`src/rtl/if_id_fifo.sv`:
```
// Fetch-to-decode buffer: a DEPTH-entry FIFO of {pc, inst, excp} that lets
// fetch run ahead of a stalled decode stage. An empty FIFO presents an
// all-zero (NOP) bubble to decode. flush discards everything in one cycle.
module if_id_fifo #(
  parameter int ADDR_W = 32,
  parameter int INST_W = 32,
  parameter int EXC_W  = 1,
  parameter int DEPTH  = 4,
  localparam int PTR_W = $clog2(DEPTH)
) (
  input  logic              clk,
  input  logic              rst,
  input  logic              flush,
  input  logic              if_valid,
  input  logic [ADDR_W-1:0] if_pc,
  input  logic [INST_W-1:0] if_inst,
  input  logic [EXC_W-1:0]  if_excp,
  output logic              if_ready,
  input  logic              id_stall,
  output logic              id_valid,
  output logic [ADDR_W-1:0] id_pc,
  output logic [INST_W-1:0] id_inst,
  output logic [EXC_W-1:0]  id_excp,
  output logic [PTR_W:0]    count
);

  typedef struct packed {
    logic [ADDR_W-1:0] pc;
    logic [INST_W-1:0] inst;
    logic [EXC_W-1:0]  excp;
  } entry_t;

  localparam logic [PTR_W:0]   FULL_CNT = (PTR_W + 1)'(DEPTH);
  localparam logic [PTR_W:0]   CNT_ONE  = (PTR_W + 1)'(1);
  localparam logic [PTR_W-1:0] PTR_ONE  = PTR_W'(1);

  entry_t           mem [DEPTH];
  entry_t           head;
  logic [PTR_W-1:0] wr_ptr;
  logic [PTR_W-1:0] rd_ptr;
  logic             push;
  logic             pop;

  // Handshake: readiness and validity come only from registered count, so
  // there is no combinational path from id_stall to if_ready or from if_* to id_*.
  assign if_ready = (count != FULL_CNT);
  assign id_valid = (count != '0);
  assign push     = if_valid & if_ready & ~flush;
  assign pop      = id_valid & ~id_stall & ~flush;

  // Pointer and occupancy state; rst outranks flush, flush outranks push/pop.
  // NOTE: reset here is synchronous, sampled on the clock edge like any other
  // input, and all sequential state uses non-blocking assignments so every
  // register updates from pre-edge values regardless of statement order.
  always_ff @(posedge clk) begin
    if (rst || flush) begin
      wr_ptr <= '0;
      rd_ptr <= '0;
      count  <= '0;
    end else begin
      if (push) wr_ptr <= wr_ptr + PTR_ONE;
      if (pop)  rd_ptr <= rd_ptr + PTR_ONE;
      case ({push, pop})
        2'b10:   count <= count + CNT_ONE;
        2'b01:   count <= count - CNT_ONE;
        default: count <= count;
      endcase
    end
  end

  // Entry storage write on an accepted push.
  // NOTE: the array has no reset; entries are only observed when count marks
  // them valid, and leaving it unreset lets it map onto plain RAM/regfile cells.
  always_ff @(posedge clk) begin
    if (push) begin
      mem[wr_ptr] <= '{pc: if_pc, inst: if_inst, excp: if_excp};
    end
  end

  // Head presentation: stored entry when valid, otherwise an all-zero bubble.
  // NOTE: every output is given a default first so no path through this block
  // can leave a value unassigned and infer a latch.
  always_comb begin
    head    = mem[rd_ptr];
    id_pc   = '0;
    id_inst = '0;
    id_excp = '0;
    if (id_valid) begin
      id_pc   = head.pc;
      id_inst = head.inst;
      id_excp = head.excp;
    end
  end

endmodule
```
`config.mk`:
```
export PLATFORM = sky130hd
export DESIGN_NAME = if_id_fifo
export DESIGN_NICKNAME = d
export VERILOG_FILES = /design/src/rtl/if_id_fifo.sv
export SDC_FILE = /design/constraint.sdc
export NUM_CORES = 1
export LEC_CHECK = 0
export ABC_AREA = 1
export ABC_CLOCK_PERIOD_IN_PS = 5300
export CAP_MARGIN = 40
export CORE_MARGIN = 2
export CORE_UTILIZATION = 46
export DETAILED_ROUTE_END_ITERATION = 8
export MAX_ROUTING_LAYER = met4
export PLACE_DENSITY = 0.73
export SLEW_MARGIN = 10
export SYNTH_ARGS = -nofsm -noshare
export SYNTH_HDL_FRONTEND = slang
export SYNTH_SLANG_ARGS = --single-unit
```
`constraint.sdc`:
```
create_clock -name clk -period 5.3 [get_ports clk]
set_input_delay 1.06 -clock clk [delete_from_list [all_inputs] [get_ports clk]]
set_output_delay 1.06 -clock clk [all_outputs]
set_load 0.05 [all_outputs]
```
**Yosys cells after proc, flatten, opt, wreduce, memory -nomap -nowiden**

Memory sizes are Yosys's and may differ from the RTL's. A register that Yosys moved wholly into a read port is not among the register bits.
Index checks and enable logic that the tools add are counted.

- Reduce and logical (&&, ||, !) cells: 3
- Add/subtract/negate cells: 4
- Equality and inequality tests: 3
- Multiplexer cells: 8
- Bitwise operators: 6

Operators by type and width:

| operator | count |
|---|---|
| 32-bit two-way mux | 2 |
| 3-bit one-hot mux with 2 select lines | 1 |
| 2-bit by 1-bit adder with 2-bit output, second input constant | 2 |
| 1-bit bitwise AND | 4 |
| 2-bit two-way mux | 2 |
| 3-bit by 1-bit adder with 3-bit output, second input constant | 1 |
| 1-bit two-way mux | 3 |
| 3-bit inequality test, second input constant | 1 |
| 3-bit nonzero test | 1 |
| 3-bit by 1-bit subtractor with 3-bit output, second input constant | 1 |
| 2-bit by 1-bit equality test with 1-bit output, second input constant | 1 |
| 2-bit equality test, second input constant | 1 |
| 1-bit NOT | 2 |
| 2-bit nonzero test | 1 |
| 1-bit logical OR | 1 |

- Bits of input ports: 70
- RAM bits: 260
- Output and inout bits: 70
- Register bits: 7
- Memories: 1
- Logic and storage cells: 28

Memories:

| name | depth | width | rd ports | clocked after Yosys merged registers in | wr ports | line | text |
|---|---|---|---|---|---|---|---|
| mem | 4 | 65 | 1 | 1 | 1 | 37 | `entry_t mem [DEPTH];` |

**Longest topological paths before layout**

Gate-level depths: netlist (run 1).

- Depth after elaboration: 5
- Gate-level depth with buffers: 13

**Worst setup path before layout (run 1)**

OpenSTA, ideal clock, no wires.

- Path type: register to register
- Start point: reg count[0]
- End point: mem mem[0][0] in the netlist's numbering (enable)
- Slack: 0.575 ns
- Arrival time: 4.236 ns
- Data required time: 4.811 ns
- Clock period less this slack: 4.725 ns
- Stages on the path, launching flop included: 5
- Library setup time: 0.489 ns
- Cell sequence: dfxtp_1 -> nor2_1 -> nand2_1 -> nand3b_1 -> nor2_1

- Word-level cells in the longest chain between the ends: 5

Ends and longest elaborated chain:

| element | line | text |
|---|---|---|
| start: declaration | 24 | `output logic [PTR_W:0] count` |
| start signal: assignment | 64 | `2'b10: count <= count + CNT_ONE;` |
| start signal: assignment | 65 | `2'b01: count <= count - CNT_ONE;` |
| start signal: assignment | 66 | `default: count <= count;` |
| 3-bit inequality test | 46 | `assign if_ready = (count != FULL_CNT);` |
| net if_ready | 18 | `output logic if_ready,` |
| 1-bit bitwise AND (2 in a row) | 48 | `assign push = if_valid & if_ready & ~flush;` |
| 1-bit two-way mux | 75 | `if (push) begin` |
| 1-bit two-way mux (not written as such) | 76 | `mem[wr_ptr] <= '{pc: if_pc, inst: if_inst, excp: if_excp};` |
| end: declaration | 37 |  |

The timed path passes the listed nets, and every way through them passes these cells.

==> run metrics, run 1 <==
status completed; Req. time, crit path 4.24 ns; antenna violations before repair 1; Seq pwr share 53.4%; final period utilization 75.8%; Pwr Density 343 nW/µm²; WS Path Type reg -> out; die height 156 µm; min Tclk post-route 4.02 ns; PortBufs 139; pin count of the biggest net entering global routing 67; Die Width 156 µm; clock tree buffer depth 3; Sw Pwr 0.975 mW; # DRC 0; most frequent cells in the layout nor2_1, edfxtp_1, clkdlybuf4s50_1; first-pass GRT wire length 34300 µm; Critical Path Sink Type output port; global route overflow 0; Slew HR 41.1%; H-Tree Depth 1; Clock power frac 38.8%; Syn Nets 916; routed vias 6603; P_leak 4.38 nW; Post-Syn Instances 840; share of cells above drive strength 1 6.35%; Synthesis Warnings 0; Yosys reg bits 269; Setup Slack @ Placement 1.79 ns; sw frac 21.8%; Reg2Reg Depth 12; 1st-iter DRT viols 436; CTS tree built; R2R Path End count[2]; sequential fraction of the synthesis area 75.4%; Post-DRT Antenna Nets 0; cts-stage hold buffer count 0; mean area per synthesized cell 12.6 µm²; post-cts sizing count 0; Placer Congestion 0.752; vias in the first global route 6567; CTS Buf Count 27; DP HPWL 12800 µm; crit path capture id_excp; Netlist cell types 22; worst-margin pin slew 0.884 ns; setup_tns 0 ns; Worst Skew 0.0105 ns; Critical Path AT 2.96 ns; number of nets in the layout 1051; final hold vios 0; Layout area overhead 23.1%; die area 24300 µm²; gr usage total 18.6%; Pre-antenna DRT Iters 4; Int Pwr 3.49 mW; Core Footprint 22600 µm²; synth top area cells edfxtp_1, nor2_1, o21ai_0, a21oi_1, dfxtp_1; RSZ-0062 raised after global routing false; Initial Util 46.8%; Max Slew Vio Count 0; # clock sinks 269; RR Startpoint count[0]; Post-CTS Setup Inserts 0; critical path launch point type flip-flop; CTS Root Cell clkbuf_16; area leader, netlist edfxtp_1; commonest non-fill, non-tap cell in the layout nor2_1; Finish-stage setup viols 0; Reg2Reg Setup Slack 3.08 ns; Crit Path Max Fanout 66; Final Power 4.47 mW; min-delay worst type reg -> reg; WL/cell 17.3 µm; Post-Syn Area 10600 µm²; clk slew on worst S/H paths 0.06 ns; Via density 5.17; Fmax 249 MHz; max_cap viols 0; final worst setup slack 1.28 ns; peak supply drop 0.000218 V; FP Rows 55; top cell type's share of synthesized area 73.7%; # IOs 140; Total Wirelength 22200 µm; clock latency on the worst-skew pair 0.52 ns; Gate power share 7.8%
area by class of cell:
type                            count  area, µm²
Antenna cell                        1       2.50
Sequential cell                   269       7990
Inverter                           20       76.3
Timing Repair Buffer              156       1570
Tap cell                          285        357
Clock inverter                     11       82.6
Clock buffer                       35        716
Fill cell                        1796       9610
Multi-Input combinational cell    501       2240
metrics by stage:
step / area (µm²) / util [%] / std cells / hold slack (ns)
after floorplan: 10600 / - / 840 / 0.459
after global placement: 12200 / 53.8 / 1229 / 0.468
after detailed placement: 12200 / 54.0 / 1231 / 0.466
after CTS: 13000 / 57.6 / 1277 / 0.481
after global routing: 13000 / 57.6 / 1278 / 0.502
final: 13000 / 57.6 / 1278 / 0.483
worst max-delay path: stages, from the launching register on:
cell,delay (ns)
dfxtp_4,0.39
buf_4,0.57
nor2_1,0.11
nor2_1,0.10
o21ai_0,0.09
a21oi_1,0.28
clkdlybuf4s50_1,0.86
power by group through the flow:
stage                     combinational, mW  sequential (mW)  clock (mW)
final                                 0.350             2.38        1.73
after global routing                  0.376             2.39        1.84
after CTS                             0.354             2.38        1.77
after detailed placement              0.352             2.43           0
after global placement                0.344             2.43           0
after floorplan                       0.189             2.43           0
worst min-delay path by stage:
stage	startpoint	end	slack [ns]	cells after the start
floorplan	rd_ptr[0]	flip-flop	0.46	2
global placement	rd_ptr[0]	flip-flop	0.47	2
detailed placement	rd_ptr[0]	flip-flop	0.47	2
CTS	rd_ptr[0]	flip-flop	0.48	2
global route	rd_ptr[0]	flip-flop	0.50	2
finish	rd_ptr[0]	flip-flop	0.48	2
cell usage after synthesis:
library cell and n:
nand4_1 1, nand3_1 4, edfxtp_1 260, nand3b_1 1, buf_6 6, o21ai_0 98
ha_1 5, clkbuf_1 5, buf_2 15, nor2_1 273, buf_1 1, nand2_2 1
dfxtp_1 9, clkbuf_2 10, buf_8 1, inv_1 18, a21oi_1 70, inv_2 2
nand2_1 13, buf_4 12, o21ai_1 34, fa_1 1
routing by layer:
layer	wire length, µm	share of wire, %	vias up	global-route usage (%)
li1	-	-	3223	-
met1	9440	43	3166	23.5
met2	11100	50	185	31.7
met3	1250	5.6	29	3.28
met4	342	1.5	0	4.19
met5	0	0	-	-
flip-flops by register name, summed over array words and instances (netlist names), named ones only:
register  flops
count         3
rd_ptr        2
mem         260
wr_ptr        2
cells by family (layout without fill, tap and decap cells):
| kind of cell | Yosys count | in the layout | share of synthesized area [%] |
|---|---|---|---|
| fa+ha+maj | 6 | 6 | 0.780 |
| buf+inv | 70 | 222 | 3.73 |
| simple gates | 293 | 293 | 10.5 |
| compound gates | 202 | 202 | 9.55 |
| flops | 269 | 269 | 75.4 |
| other cells | 0 | 1 | 0 |
Note: power is estimated with default switching activity, not from simulation.
==> inputs of run 2 (changes only) <==
--- a/config.mk
+++ b/config.mk
@@ -6,13 +6,13 @@
 export NUM_CORES = 1
 export LEC_CHECK = 0
 export ABC_AREA = 1
-export ABC_CLOCK_PERIOD_IN_PS = 5300
+export ABC_CLOCK_PERIOD_IN_PS = 3300
 export CAP_MARGIN = 40
 export CORE_MARGIN = 2
 export CORE_UTILIZATION = 46
 export DETAILED_ROUTE_END_ITERATION = 8
 export MAX_ROUTING_LAYER = met4
-export PLACE_DENSITY = 0.73
+export PLACE_DENSITY = 0.75
 export SLEW_MARGIN = 10
 export SYNTH_ARGS = -nofsm -noshare
 export SYNTH_HDL_FRONTEND = slang
==> constraint.sdc (replaced) <==
create_clock -name clk -period 3.3 [get_ports clk]
set_input_delay 0.66 -clock clk [delete_from_list [all_inputs] [get_ports clk]]
set_output_delay 0.66 -clock clk [all_outputs]
set_load 0.05 [all_outputs]
==> run metrics, run 2 (same netlist as run 1, synthesis figures left out) <==
Pwr Density 545 nW/µm²; H-Tree Depth 1; clock latency on the worst-skew pair 0.52 ns; wl on met1 9120 µm; Reg2Reg Depth 6; Placer Congestion 0.761; Int Pwr 5.68 mW; Critical Path AT 2.33 ns; # clock sinks 269; P_leak 4.62 nW; Cells after DPL 1228; min-delay worst type reg -> reg; Layout area overhead 25.9%; most frequent cells in the layout nor2_1, edfxtp_1, o21ai_0; Pre-antenna DRT Iters 5; WS Path Type reg -> out; peak supply drop 0.000371 V; Crit Path Max Fanout 89; share of cells above drive strength 1 12.9%; max layer used met4; CTS Root Cell clkbuf_16; Worst Hold Depth 2; Critical Path Sink Type output port; Seq pwr share 52.7%; global route overflow 0; Finish-stage setup viols 0; cts-stage hold buffer count 0; met2 WL 11400 µm; critical path launch point type flip-flop; status completed; setup_tns 0 ns; Worst Skew 0.0137 ns; pin count of the biggest net entering global routing 90; clock tree buffer depth 3; clk slew on worst S/H paths 0.06 ns; vias in the first global route 6665; DP HPWL 12400 µm; worst-margin pin slew 0.880 ns; Via density 5.28; CTS tree built; WL/cell 17.5 µm; Slew HR 41.3%; Initial Util 46.8%; Fmax 334 MHz; FP Rows 55; Core Footprint 22600 µm²; CTS Buf Count 27; Die Width 156 µm; final non-filler cell total 1275; die area 24300 µm²; routed vias 6732; number of nets in the layout 1049; post-cts sizing count 0; sw frac 21.8%; # IOs 140; first-pass GRT wire length 34500 µm; Top reg by flops mem; Final Power 7.26 mW; PortBufs 139; min Tclk post-route 2.99 ns; Post-CTS Setup Inserts 0; final period utilization 90.6%; Setup Slack @ Placement 0.694 ns; Gate power share 8.3%; 1st-iter DRT viols 521; Total Wirelength 22300 µm; max reg flops 260; antenna violations before repair 0; Top Registers mem: 260 flops, count: 3 flops; Sw Pwr 1.58 mW; Req. time, crit path 2.64 ns; final hold vios 0; Post-DRT Antenna Nets 0; hold_sp rd_ptr[0]; gr usage total 18.6%; # diodes 0; max_cap viols 0; metal3 WL 1380 µm; final worst setup slack 0.310 ns; commonest non-fill, non-tap cell in the layout nor2_1; die height 156 µm; # DRC 0; Clock power frac 39.0%; WHS 0.499 ns; Max Slew Vio Count 0; RSZ-0062 raised after global routing false; RR Startpoint count[1]
==> run 2: cell types whose count changed in the layout (fill, tap and decap cells not counted), moves of 3 or more <==
cell | previous run | this run
buf_4 | 13 | 40
buf_12 | 4 | 39
clkbuf_1 | 7 | 2
clkinv_1 | 3 | 6
clkdlybuf4s50_1 | 139 | 74
==> run 2: path summary, 6_finish.rpt <==
| check | slack (ns) | endpoint |
|---|---|---|
| setup reg to reg | 1.37 | mem[3][43] |
| setup / recovery | 0.31 | id_inst[14] |
| hold / removal | 0.50 | rd_ptr[0] |
| hold reg to reg | 0.50 | rd_ptr[0] |
==> run 2: layout make-up <==
class	instances	area, µm²
clock buffer	29	683
clock inverter	17	139
fill	1695	9310
inverter	20	76.3
multi-input combinational	501	2240
sequential	269	7990
tap	285	357
timing repair buffer	154	1850
==> run 2: power by group through the flow <==
stage	registers, mW	clock network (mW)	logic, mW
2_1_floorplan	3.91	0	0.305
3_3_place_gp	3.90	0	0.594
3_5_place_dp	3.90	0	0.602
4_1_cts	3.83	2.88	0.605
5_1_grt	3.83	3.02	0.644
6_report	3.83	2.83	0.604
==> run 2: per-stage QoR <==
stage / instance area, µm² / utilization, %
floorplan: 10600 / -
global placement: 12500 / 55.1
detailed placement: 12500 / 55.1
CTS: 13300 / 58.8
global route: 13300 / 58.9
finish: 13300 / 58.9
==> run 2: per-layer routing <==
metal  track usage (%)  up-vias
li1                  -     3232
met3              3.03       30
met1              23.3     3248
met2              32.0      222
met4              4.89        0
met5                 -        -
==> run 2: critical path, stage by stage (launching register included) <==
cell and delay (ns):
dfxtp_4 0.54, buf_12 0.40, nor2_1 0.10, nor2_1 0.11, o21ai_0 0.10, a21oi_1 0.33
buf_12 0.18
==> inputs of run 3 (changes only) <==
--- a/config.mk
+++ b/config.mk
@@ -13,6 +13,7 @@
 export DETAILED_ROUTE_END_ITERATION = 8
 export MAX_ROUTING_LAYER = met4
 export PLACE_DENSITY = 0.75
+export RECOVER_POWER = 100
 export SLEW_MARGIN = 10
 export SYNTH_ARGS = -nofsm -noshare
 export SYNTH_HDL_FRONTEND = slang
==> run metrics, run 3 (same netlist as run 1, synthesis figures left out) <==
status finished with violations; failing checks max-capacitance violations, max-slew violations; Layout area overhead 22.9%; post-route cell area 13000 µm²; H-Tree Depth 1; clock tree buffer depth 3; # IOs 140; DP Area 12500 µm²; 1st-iter DRT viols 534; WHS 0.499 ns; Core Footprint 22600 µm²; Slew HR -0.606%; Critical Path AT 2.46 ns; CTS Root Cell clkbuf_16; Placer Congestion 0.761; final non-filler cell total 1277; gr usage total 18.6%; # clock sinks 269; most frequent cells in the layout nor2_1, edfxtp_1, o21ai_0; number of nets in the layout 1049; die height 156 µm; FP Rows 55; Total Wirelength 22300 µm; vias in the first global route 6665; Req. time, crit path 2.64 ns; commonest non-fill, non-tap cell in the layout nor2_1; global route overflow 0; Final Power 7.19 mW; Finish-stage setup viols 0; antenna violations before repair 2; Critical Path Sink Type output port; clock latency on the worst-skew pair 0.52 ns; routed vias 6717; Max Slew Vio Count 12; CTS tree built; pin count of the biggest net entering global routing 90; WL/cell 17.5 µm; final hold vios 0; clk slew on worst S/H paths 0.06 ns; Pre-antenna DRT Iters 5; Cells after DPL 1228; die area 24300 µm²; CTS Buf Count 27; max reg flops 260; first-pass GRT wire length 34500 µm; Post-DRT Antenna Nets 0; Worst Skew 0.0115 ns; Die Width 156 µm; min Tclk post-route 3.12 ns; RSZ-0062 raised after global routing false; peak supply drop 0.000371 V; Initial Util 46.8%; Pwr Density 552 nW/µm²; worst-margin pin slew 1.50 ns; Top Registers mem: 260 flops, count: 3 flops; Via density 5.26; Util after Layout 57.5%; DP HPWL 12400 µm; WS Path Type reg -> out; Top reg by flops mem; Fmax 320 MHz; share of cells above drive strength 1 11.4%; PortBufs 139; Crit Path Max Fanout 89; min-delay worst type reg -> reg; critical path launch point type flip-flop; # DRC 0; P_leak 4.65 nW; max_cap viols 1; final period utilization 94.7%
run 3: cell count changes in the layout (fill, tap and decap cells not counted), sizes merged:
cell | previous run | this run
clkbuf | 30 | 75
dlygate4sd3 | 0 | 71
clkdlybuf4s50 | 74 | 3
diode | 0 | 2
dlymetal6s2s | 0 | 7
buf | 79 | 27
run 3: worst paths after layout:
kind	start	endpoint	slack, ns	cells past startpoint
worst min-delay path	rd_ptr[0]	rd_ptr[0]	0.50	2
worst max-delay path	flip-flop	id_inst[12]	0.18	6
worst min register to register	rd_ptr[0]	rd_ptr[0]	0.50	2
worst max register to register	count[1]	mem[3][43]	0.55	6
run 3: final cells by class:
| cell class | count | area [µm²] |
|---|---|---|
| repair buffers | 154 | 1530 |
| clock buffers | 29 | 683 |
| fillers | 1749 | 9630 |
| inverters | 20 | 76.3 |
| diodes | 2 | 5.00 |
| clock inverters | 17 | 139 |
| multi-input cells | 501 | 2230 |
| flip-flops and latches | 269 | 7990 |
| well taps | 285 | 357 |
run 3: power breakdown:
group          internal [mW]  switching [mW]  total, mW
Combinational          0.170           0.367      0.537
Sequential              3.82          0.0169       3.83
Clock                   1.64            1.18       2.82
Total                   5.63            1.56       7.19
run 3: worst max-delay path, stage by stage, from the launching register on:
cell and delay (ns):
dfxtp_4 0.54, buf_12 0.39, nor2_1 0.10, nor2_1 0.09, o21ai_0 0.11, a21oi_1 0.20, dlymetal6s2s_1 0.45
run 3: metal layers:
metal  vias to the layer above  part of all wire [%]  global-route usage (%)
met5                         -                     0                       -
met4                         0                   1.9                    4.89
met3                        34                   6.0                    3.03
met2                       211                    51                    32.0
met1                      3237                    41                    23.3
li1                       3235                     -                       -
run 3: what timing repair did:
| item | in CTS | in global routing |
|---|---|---|
| resized for setup | 0 | 0 |
| buffers inserted | 0 | 1 |
| endpoints found under the setup margin | 0 | 1 |
| hold buffers | 0 | 0 |
run 3: metrics by stage:
stage / setup slack (ns) / TNS (ns)
CTS: 0.117 / 0
global route: 0.0864 / 0
floorplan: -0.409 / -106.42
detailed placement: 0.694 / 0
finish: 0.175 / 0
global placement: 0.757 / 0
